===== src/rtl/key_debounce_multi.sv =====
// key_debounce_multi: N-channel key debouncer with press/release/long-press
// pulses and an optional auto-repeat (build with KEY_REPEAT_EN defined).
// Each channel is an independent key_debounce_chan instance.

module key_debounce_chan #(
    parameter int ACTIVE_LOW = 1,
    parameter int CNT_MAX    = 999_999,
    parameter int CNT_W      = 20,
    parameter int LONG_MAX   = 49_999_999,
    parameter int LONG_W     = 26,
    parameter int REPEAT_MAX = 9_999_999
) (
    input  logic sys_clk,
    input  logic sys_rst_n,
    input  logic key_raw,
    output logic key_state,
    output logic press_flag,
    output logic release_flag,
    output logic long_flag,
    output logic repeat_flag
);
    typedef enum logic [1:0] {IDLE, PRESS_DEB, PRESSED, RELEASE_DEB} state_t;

    localparam logic              INACT   = (ACTIVE_LOW != 0);
    localparam logic [CNT_W-1:0]  D_TC    = CNT_W'(CNT_MAX);
    localparam logic [CNT_W-1:0]  D_ONE   = CNT_W'(1);
    localparam logic [LONG_W-1:0] L_TC    = LONG_W'(LONG_MAX);
    localparam logic [LONG_W-1:0] L_ONE   = LONG_W'(1);

    // Terminal counts must fit the counters; stop elaboration otherwise.
    if (longint'(CNT_MAX) >= (64'd1 << CNT_W) || longint'(LONG_MAX) >= (64'd1 << LONG_W) ||
        longint'(REPEAT_MAX) >= (64'd1 << LONG_W)) begin : g_param_err
        $error("key_debounce_chan: terminal count does not fit counter width");
    end

    logic [1:0]        sync_q, sync_d;
    state_t            state_q, state_d;
    logic [CNT_W-1:0]  dcnt_q, dcnt_d;
    logic [LONG_W-1:0] lcnt_q, lcnt_d;
    logic              long_done_q, long_done_d;
    logic              key_state_q, key_state_d;
    logic              press_q, press_d;
    logic              release_q, release_d;
    logic              long_q, long_d;
    logic              act;
`ifdef KEY_REPEAT_EN
    localparam logic [LONG_W-1:0] R_TC = LONG_W'(REPEAT_MAX);
    logic              repeat_q, repeat_d;
`endif

    // Polarity is normalised after the second synchroniser stage.
    assign sync_d = {sync_q[0], key_raw};
    assign act    = sync_q[1] ^ INACT;

    // State register: synchroniser, FSM, counters and registered outputs.
    always_ff @(posedge sys_clk) begin
        if (!sys_rst_n) begin
            sync_q      <= {2{INACT}};
            state_q     <= IDLE;
            dcnt_q      <= '0;
            lcnt_q      <= '0;
            long_done_q <= 1'b0;
            key_state_q <= 1'b0;
            press_q     <= 1'b0;
            release_q   <= 1'b0;
            long_q      <= 1'b0;
`ifdef KEY_REPEAT_EN
            repeat_q    <= 1'b0;
`endif
        end else begin
            sync_q      <= sync_d;
            state_q     <= state_d;
            dcnt_q      <= dcnt_d;
            lcnt_q      <= lcnt_d;
            long_done_q <= long_done_d;
            key_state_q <= key_state_d;
            press_q     <= press_d;
            release_q   <= release_d;
            long_q      <= long_d;
`ifdef KEY_REPEAT_EN
            repeat_q    <= repeat_d;
`endif
        end
    end

    // Next state plus debounce and hold timers; lcnt doubles as the repeat timer.
    always_comb begin
        state_d     = state_q;
        dcnt_d      = dcnt_q;
        lcnt_d      = lcnt_q;
        long_done_d = long_done_q;
        long_d      = 1'b0;
`ifdef KEY_REPEAT_EN
        repeat_d    = 1'b0;
`endif
        case (state_q)
            IDLE: begin
                dcnt_d      = '0;
                lcnt_d      = '0;
                long_done_d = 1'b0;
                if (act) state_d = PRESS_DEB;
            end
            PRESS_DEB: begin
                if (!act) begin
                    state_d = IDLE;
                    dcnt_d  = '0;
                end else if (dcnt_q == D_TC) begin
                    state_d     = PRESSED;
                    dcnt_d      = '0;
                    lcnt_d      = '0;
                    long_done_d = 1'b0;
                end else begin
                    dcnt_d = dcnt_q + D_ONE;
                end
            end
            PRESSED: begin
                if (!act) begin
                    state_d = RELEASE_DEB;
                    dcnt_d  = '0;
                end else if (!long_done_q) begin
                    // Long pulse fires on the first cycle lcnt sits at LONG_MAX.
                    if (lcnt_q == L_TC) begin
                        long_d      = 1'b1;
                        long_done_d = 1'b1;
`ifdef KEY_REPEAT_EN
                        lcnt_d      = '0;
`endif
                    end else begin
                        lcnt_d = lcnt_q + L_ONE;
                    end
                end
`ifdef KEY_REPEAT_EN
                else if (lcnt_q == R_TC) begin
                    repeat_d = 1'b1;
                    lcnt_d   = '0;
                end else begin
                    lcnt_d = lcnt_q + L_ONE;
                end
`endif
            end
            RELEASE_DEB: begin
                if (act) begin
                    state_d = PRESSED;
                    dcnt_d  = '0;
                end else if (dcnt_q == D_TC) begin
                    state_d     = IDLE;
                    dcnt_d      = '0;
                    lcnt_d      = '0;
                    long_done_d = 1'b0;
                end else begin
                    dcnt_d = dcnt_q + D_ONE;
                end
            end
            default: state_d = IDLE;
        endcase
    end

    // Output decode from the transition so flags align with key_state.
    always_comb begin
        key_state_d = (state_d == PRESSED) || (state_d == RELEASE_DEB);
        press_d     = (state_q == PRESS_DEB) && (state_d == PRESSED);
        release_d   = (state_q == RELEASE_DEB) && (state_d == IDLE);
    end

    assign key_state    = key_state_q;
    assign press_flag   = press_q;
    assign release_flag = release_q;
    assign long_flag    = long_q;
`ifdef KEY_REPEAT_EN
    assign repeat_flag  = repeat_q;
`else
    assign repeat_flag  = 1'b0;
`endif
endmodule

module key_debounce_multi #(
    parameter int KEY_NUM    = 4,
    parameter int ACTIVE_LOW = 1,
    parameter int CNT_MAX    = 999_999,
    parameter int CNT_W      = 20,
    parameter int LONG_MAX   = 49_999_999,
    parameter int LONG_W     = 26,
    parameter int REPEAT_MAX = 9_999_999
) (
    input  logic               sys_clk,
    input  logic               sys_rst_n,
    input  logic [KEY_NUM-1:0] key_in,
    output logic [KEY_NUM-1:0] key_state,
    output logic [KEY_NUM-1:0] press_flag,
    output logic [KEY_NUM-1:0] release_flag,
    output logic [KEY_NUM-1:0] long_flag,
    output logic [KEY_NUM-1:0] repeat_flag
);
    // One fully independent channel per key.
    for (genvar i = 0; i < KEY_NUM; i++) begin : g_chan
        key_debounce_chan #(
            .ACTIVE_LOW (ACTIVE_LOW),
            .CNT_MAX    (CNT_MAX),
            .CNT_W      (CNT_W),
            .LONG_MAX   (LONG_MAX),
            .LONG_W     (LONG_W),
            .REPEAT_MAX (REPEAT_MAX)
        ) u_chan (
            .sys_clk      (sys_clk),
            .sys_rst_n    (sys_rst_n),
            .key_raw      (key_in[i]),
            .key_state    (key_state[i]),
            .press_flag   (press_flag[i]),
            .release_flag (release_flag[i]),
            .long_flag    (long_flag[i]),
            .repeat_flag  (repeat_flag[i])
        );
    end
endmodule


===== config.mk =====
export PLATFORM = sky130hd
export DESIGN_NAME = key_debounce_multi
export DESIGN_NICKNAME = d
export VERILOG_FILES = /design/src/rtl/key_debounce_multi.sv
export SDC_FILE = /design/constraint.sdc
export NUM_CORES = 1
export LEC_CHECK = 0
export ABC_AREA = 0
export CAP_MARGIN = 40
export CORE_MARGIN = 5
export CORE_UTILIZATION = 45
export DETAILED_ROUTE_END_ITERATION = 8
export MAX_ROUTING_LAYER = met4
export PLACE_DENSITY_LB_ADDON = 0.2
export REMOVE_ABC_BUFFERS = 1
export SLEW_MARGIN = 20
export SYNTH_ARGS = -nofsm -noshare
export SYNTH_HDL_FRONTEND = slang
export SYNTH_SLANG_ARGS = --single-unit

===== constraint.sdc =====
create_clock -name sys_clk -period 4.5 [get_ports sys_clk]
set_input_delay 1.35 -clock sys_clk [delete_from_list [all_inputs] [get_ports sys_clk]]
set_output_delay 1.35 -clock sys_clk [all_outputs]
set_load 0.02 [all_outputs]

==> results of run 1 <==
routing by layer:
layer  GRT usage, %  up-vias  part of all wire (%)
li1               -     4542                     -
met1          22.79     4088                    51
met2          26.68       88                    44
met3          2.750       32                   3.3
met4          4.422        0                   1.9
met5              -        -                     0
area by class of cell:
cell class	count	share of cell area, %
Multi-Input combinational cell	967	48.63
Sequential cell	220	36.89
Clock buffer	36	6.361
Tap cell	319	3.343
Timing Repair Buffer	35	2.662
Clock inverter	12	1.362
Inverter	24	0.7545
cell families after synthesis:
logic type | after synthesis | share of synthesized area, %
AO/OA/AOI/OAI | 183 | 11.69
flip-flops | 220 | 41.46
adder cells (fa/ha/maj) | 8 | 0.9422
AND/OR/NAND/NOR | 654 | 31.90
XOR/XNOR | 114 | 9.398
other | 1 | 0.03530
multiplexers | 4 | 0.3769
buffers and inverters | 96 | 4.193
stage by stage:
step | utilization, % | total power [uW] | worst slack (ps)
after floorplan | - | 2028 | 1260
after global placement | 47.09 | 2052 | 1524
after detailed placement | 47.22 | 2054 | 1485
after CTS | 51.17 | 4295 | 1458
after global routing | 51.17 | 4384 | 1212
final | 51.17 | 4227 | 1453
Yosys cell counts (all sizes together), types with 23 or more instances:
cell type / number / share of area, %
clkbuf: 46 / 1.6
or3: 31 / 1.8
xor2: 51 / 4.2
inv: 23 / 0.81
nand3: 76 / 3.6
nor2: 183 / 6.5
xnor2: 63 / 5.2
dfxtp: 220 / 41
or4: 30 / 2.2
and3: 30 / 1.8
a21oi: 57 / 2.7
nor4: 24 / 1.4
o21ai: 44 / 2.1
nand2: 102 / 3.6
nor3: 44 / 2.1
nand4: 41 / 2.4
buf: 26 / 1.7
worst max-delay path: cells and delay by family, from the launching register on:
kind | cells | cell delay, ps
AOI/OAI and AO/OA | 3 | 870
DFF | 1 | 370
and+or+nand+nor | 3 | 1720
flip-flops by register name, indices dropped and copies added (netlist names):
signal                      flops
g_chan.u_chan.long_done_q       4
g_chan.u_chan.press_flag        4
g_chan.u_chan.sync_q            8
g_chan.u_chan.long_flag         4
g_chan.u_chan.state_q           8
g_chan.u_chan.lcnt_q          104
g_chan.u_chan.release_flag      4
g_chan.u_chan.key_state         4
g_chan.u_chan.dcnt_q           80
path summary, 6_finish.rpt:
check,from,end,depth (start not counted)
worst max-delay path,g_chan[1].u_chan.dcnt_q[7],g_chan[1].u_chan.lcnt_q[23],6
worst min register to register,g_chan[2].u_chan.sync_q[0],g_chan[2].u_chan.sync_q[1],1
worst max register to register,g_chan[1].u_chan.dcnt_q[7],g_chan[1].u_chan.lcnt_q[23],6
worst min-delay path,g_chan[2].u_chan.sync_q[0],g_chan[2].u_chan.sync_q[1],1
power by group through the flow:
| stage | sequential (uW) | clock [uW] | combinational, uW |
|---|---|---|---|
| finish | 1960 | 2220 | 50.5 |
| global placement | 2000 | 0 | 49.1 |
| global route | 1960 | 2370 | 55.7 |
| CTS | 1960 | 2280 | 50.8 |
| floorplan | 2000 | 0 | 27.6 |
| detailed placement | 2000 | 0 | 50.7 |
==> results.md, run 1 <==
- Outcome: complete, no violations
- DRC Markers: 0
- Filler cell count: ~2200
- Top FF cell, synth: dfxtp_1
- # IOs: 26
- Clk_lat worst skew: about 530 ps
- CTS Sinks: 220
- GPL Wtd Cong: 0.8413
- ANT cells: 0
- First-pass GRT wire length: between 30000 and 40000 um
- Vias: between 8000 and 9000
- PD cells: 354.0 nW/um^2
- Net switching power: 854.5 uW
- DRC marker count from the first detailed-route iteration: ~360
- Area delta synth->final: 12.39%
- Layout cells sized above 1: under 10%
- Nets: 1288
- Worst-case clock buffer depth: 3
- Critical Path Most Common Cell: or4_1
- Most common cell after layout, fill and taps aside: dfxtp_1
- Combinational share of power: under 10%
- Die height: approximately 160 um
- Overflow after GRT: 0
- Max stage delay on crit path: about 700 ps
- Worst path slowest cell: or4b_1
- DP Cell Count: 1565
- Final ANT Viol Nets: 0
- Syn avg cell area: between 8 and 9 um^2
- Worst Path Max Fanout: 19
- Core area: 23330 um^2
- Largest net degree at the start of global routing: 34
- Power share of the clock group: around 52%
- EDFF count, synth: 0
- Placed Area: 11020 um^2
- CTS Buf Count: 26
- Critical path, cell by cell: or4_1 -> or4b_1 -> o31ai_4 -> o2111ai_4 -> or4_1 -> a21oi_1
- Commonest cells after routing, fill and taps aside: dfxtp_1 (220), nor2_1 (183), nand2_1 (102)
- Hold-fix buffers, CTS: 0
- RSZ-0062 raised after global routing: no
- Row count: between 50 and 60
- Part of the Yosys area used for sequential elements: a little over 40%
- Rel. slew slack: 45.47%
- Post-CTS setup buffer count: 0
- Hpwl dp: ~15000 um
- Wire per inst: approximately 14 um
- Sum Neg Setup Slack: 0 ps
- H-tree Lvls: 1
- Post-synthesis cell area: 10620 um^2
- CP Data Required Time: 4940 ps
- Number of global-route vias before repair: 8254
- Sequential power share: a little under half
- Hold WC Path Type: reg -> reg
- Post-route minimum period: between 3000 and 4000 ps
- Worst slew pin tran: slightly above 800 ps
- Fin Clk Skew: 12.83 ps
- Max VDD drop: 0.1979 mV
- Initial antenna violation count: 0
- Register area: roughly 4400 um^2
- FF+latch count, synth: between 200 and 250
- Slew Viols, Final: 0
- Post-CTS Resized: 0
- CP endpoint kind: flop
- Multi-input gate area: 5807 um^2
- Reg2reg setup slack: approximately 1500 ps
- Initial Util: a little under half
- F_max: 328.2 MHz
- Die footprint: approximately 27000 um^2
- Fraction of power spent switching nets: roughly 20%
- Non-Filler Instances: 1613
- Leakage: 0.003777 uW
- CTS tree: yes
- Design area: 11940 um^2
- WHS: 406.1 ps
- Mapped Cells: approximately 1300
- CTS root buf: clkbuf_16
- Arrival time of the worst setup path: around 3500 ps
- CTS clk-pin slew, worst paths: around 60 ps
- GRT Util Overall: 16.95%
- Synth warn: 0
- Distinct cells, synth: 70
- Setup Viol. Count Final: 0
- Internal power: between 3000 and 4000 uW
- Tcrit/Tclk final: roughly two thirds
- Crit start category: flop
- Drt total wl: about 22000 um
- PortBufs: 21
- First drt pass iteration count: 5
- Die X: approximately 160 um
- Max Cap Viol: 0
- Avg Vias per Cell: 5.425
- Final Hold Fails: 0
- Async SR Flop Fraction: 0%
- Critical path class: reg -> reg
(Power assumes the default switching activity.)
==> run 2, diff against run 1 <==
==> constraint.sdc (replaced) <==
create_clock -name sys_clk -period 3.15 [get_ports sys_clk]
set_input_delay 0.945 -clock sys_clk [delete_from_list [all_inputs] [get_ports sys_clk]]
set_output_delay 0.945 -clock sys_clk [all_outputs]
set_load 0.02 [all_outputs]
==> results.md, run 2 (same netlist as run 1, synthesis figures left out) <==
- Hold WC Path Type: reg -> reg (unchanged)
- Max VDD drop: 0.3415 mV (was 0.1979 mV)
- Crit start category: flop (unchanged)
- Biggest regs: g_chan.u_chan.lcnt_q: 104 flops, g_chan.u_chan.dcnt_q: 80 flops (unchanged)
- ANT cells: 0 (unchanged)
- Worst Hold Launch: g_chan[0].u_chan.sync_q[0] (was g_chan[2].u_chan.sync_q[0])
- Most common cell after layout, fill and taps aside: dfxtp_1 (unchanged)
- GPL Wtd Cong: 0.8227 (was 0.8413)
- Hold-fix buffers, CTS: 0 (unchanged)
- GRT Max-Usage Layer: met2 (unchanged)
- Post-route minimum period: 2910 ps (was 3047 ps)
- Overflow after GRT: 0 (unchanged)
- Initial antenna violation count: 0 (unchanged)
- Final Hold Fails: 0 (unchanged)
- Fin Clk Skew: 15.49 ps (was 12.83 ps)
- Worst slew pin tran: 763.9 ps (was 816.3 ps)
- DRC Markers: 0 (unchanged)
- Reg2reg setup slack: 240 ps (was 1450 ps)
- Drt total wl: 21840 um (was 21980 um)
- Wire per inst: 13.53 um (was 13.62 um)
- Setup Viol. Count Final: 0 (unchanged)
- Met2 usage: 27.36% (was 26.68%)
- CP delay by family, top: simple AND/OR/NAND/NOR gates (unchanged)
- CTS tree: yes (unchanged)
- Outcome: complete, no violations (unchanged)
- Clk_lat worst skew: 510 ps (was 530 ps)
- Leakage: 0.003736 uW (was 0.003777 uW)
- Area delta synth->final: 11.44% (was 12.39%)
- # IOs: 26 (unchanged)
- PD cells: 469.5 nW/um^2 (was 354.0 nW/um^2)
- Worst reg-to-reg path cell count: 7 (was 6)
- F_max: 343.7 MHz (was 328.2 MHz)
- Final ANT Viol Nets: 0 (unchanged)
- Critical R2R Capture: g_chan[3].u_chan.lcnt_q[12] (was g_chan[1].u_chan.lcnt_q[23])
- GRT Util Overall: 16.96% (was 16.95%)
- CTS Buf Count: 25 (was 26)
- Hold Crit Depth: 1 (unchanged)
- Avg Vias per Cell: 5.471 (was 5.425)
- DP Cell Count: 1574 (was 1565)
- Post-CTS setup buffer count: 0 (unchanged)
- Post-CTS Resized: 0 (unchanged)
- CP Data Required Time: 3590 ps (was 4940 ps)
- Critical R2R Launch: g_chan[3].u_chan.dcnt_q[7] (was g_chan[1].u_chan.dcnt_q[7])
- Initial Util: 45.53% (unchanged)
- Arrival time of the worst setup path: 3350 ps (was 3490 ps)
- H-tree Lvls: 1 (unchanged)
- Core area: 23330 um^2 (unchanged)
- Worst Path Max Fanout: 13 (was 19)
- Rel. slew slack: 49.07% (was 45.47%)
- CTS Sinks: 220 (unchanged)
- CTS root buf: clkbuf_16 (unchanged)
- CP endpoint kind: flop (unchanged)
- Slew Viols, Final: 0 (unchanged)
- Worst path buffer plus inverter count: 1 (was 0)
- Max reg flops: 104 (unchanged)
- Finished Core Util: 50.74% (was 51.17%)
- Layout cells sized above 1: 6.564% (was 6.491%)
- Max Cap Viol: 0 (unchanged)
- Number of global-route vias before repair: 8304 (was 8254)
- Worst-case clock buffer depth: 3 (unchanged)
- Largest Register: g_chan.u_chan.lcnt_q (unchanged)
- Met1 usage: 22.65% (was 22.79%)
- Non-Filler Instances: 1614 (was 1613)
- Critical path class: reg -> reg (unchanged)
- First-pass GRT wire length: 38470 um (was 38400 um)
- Met3 usage: 2.498% (was 2.750%)
- Critical path, cell by cell: or4b_1 -> or4_4 -> o32ai_4 -> o2111ai_2 -> buf_4 -> or4_1 -> a21oi_1 (was or4_1 -> or4b_1 -> o31ai_4 -> o2111ai_4 -> or4_1 -> a21oi_1)
- First drt pass iteration count: 5 (unchanged)
- Max stage delay on crit path: 540 ps (was 700 ps)
- Hpwl dp: 15000 um (was 14760 um)
- Worst path slowest cell: or4b_1 (unchanged)
- RSZ-0062 raised after global routing: no (unchanged)
- Nets: 1296 (was 1288)
- Filler cell count: 2247 (was 2234)
- PortBufs: 21 (unchanged)
- Die X: 163.7 um (unchanged)
- Row count: 56 (unchanged)
- Hold EP: g_chan[0].u_chan.sync_q[1] (was g_chan[2].u_chan.sync_q[1])
- DRC marker count from the first detailed-route iteration: 457 (was 355)
- CTS clk-pin slew, worst paths: 60 ps (about the same)
- Vias: 8830 (was 8750)
- Die height: 163.7 um (unchanged)
- Commonest cells after routing, fill and taps aside: dfxtp_1 (220), nor2_1 (183), nand2_1 (102) (unchanged)
- Tcrit/Tclk final: 92.38% (was 67.72%)
- WHS: 415.8 ps (was 406.1 ps)
- Largest net degree at the start of global routing: 34 (unchanged)
- Die footprint: 26780 um^2 (unchanged)
-- run 2: changes by cell type in the layout (fill, tap and decap cells not counted), sizes merged --
| cell | previous run | this run |
|---|---|---|
| buf | 15 | 24 |
| bufinv | 4 | 0 |
| clkinv | 8 | 5 |
| clkinvlp | 1 | 0 |
-- run 2: worst max-delay path by stage --
stage / endpoint / slack (ps) / startpoint / cells after the start
2_1_floorplan: g_chan[3].u_chan.lcnt_q[14] / -90 / g_chan[3].u_chan.dcnt_q[7] / 5
3_3_place_gp: g_chan[3].u_chan.lcnt_q[22] / 320 / g_chan[3].u_chan.dcnt_q[7] / 7
3_5_place_dp: g_chan[3].u_chan.lcnt_q[12] / 270 / g_chan[3].u_chan.dcnt_q[7] / 7
4_1_cts: g_chan[3].u_chan.lcnt_q[12] / 240 / g_chan[3].u_chan.dcnt_q[7] / 7
5_1_grt: g_chan[3].u_chan.lcnt_q[12] / 60 / g_chan[3].u_chan.dcnt_q[7] / 7
6_report: g_chan[3].u_chan.lcnt_q[12] / 240 / g_chan[3].u_chan.dcnt_q[7] / 7
-- run 2: power by group --
group | leakage, uW | switching, uW | internal, uW
clock network | 0.000379 | 1080 | 1600
registers | 0.00177 | 10.5 | 2790
logic | 0.00158 | 48.1 | 23.1
-- run 2: area by class of cell --
| type | instances | area (um^2) | area share, % |
|---|---|---|---|
| multi-input cells | 967 | 5807 | 49.05 |
| flip-flops and latches | 220 | 4404 | 37.20 |
| clock buffers | 36 | 737.0 | 6.225 |
| well taps | 319 | 399.1 | 3.371 |
| repair buffers | 44 | 377.9 | 3.192 |
| inverters | 24 | 90.09 | 0.7609 |
| clock inverters | 4 | 23.77 | 0.2008 |
-- run 2: routing by layer --
| layer | wire length (um) | vias up |
|---|---|---|
| met3 | 669 | 30 |
| met2 | 9803 | 98 |
| li1 | - | 4544 |
| met5 | 0 | - |
| met1 | 10940 | 4158 |
| met4 | 426 | 0 |
-- run 2: worst register-to-register path: cells and delay by family (launching register included) --
family          cells  cell delay [ps]
compound gates      3              760
flops               1              350
buf+inv             1              240
simple gates        3             1490
-- run 2: through the flow --
| step | worst slack (ps) | cell area, um^2 | TNS (ps) | total power [uW] |
|---|---|---|---|---|
| floorplan | -90.06 | 10280 | -354.5 | 2898 |
| global placement | 323.4 | 11080 | 0 | 2933 |
| detailed placement | 267.7 | 11080 | 0 | 2933 |
| CTS | 237.9 | 11840 | 0 | 5649 |
| global route | 57.69 | 11840 | 0 | 5791 |
| finish | 240.1 | 11840 | 0 | 5558 |
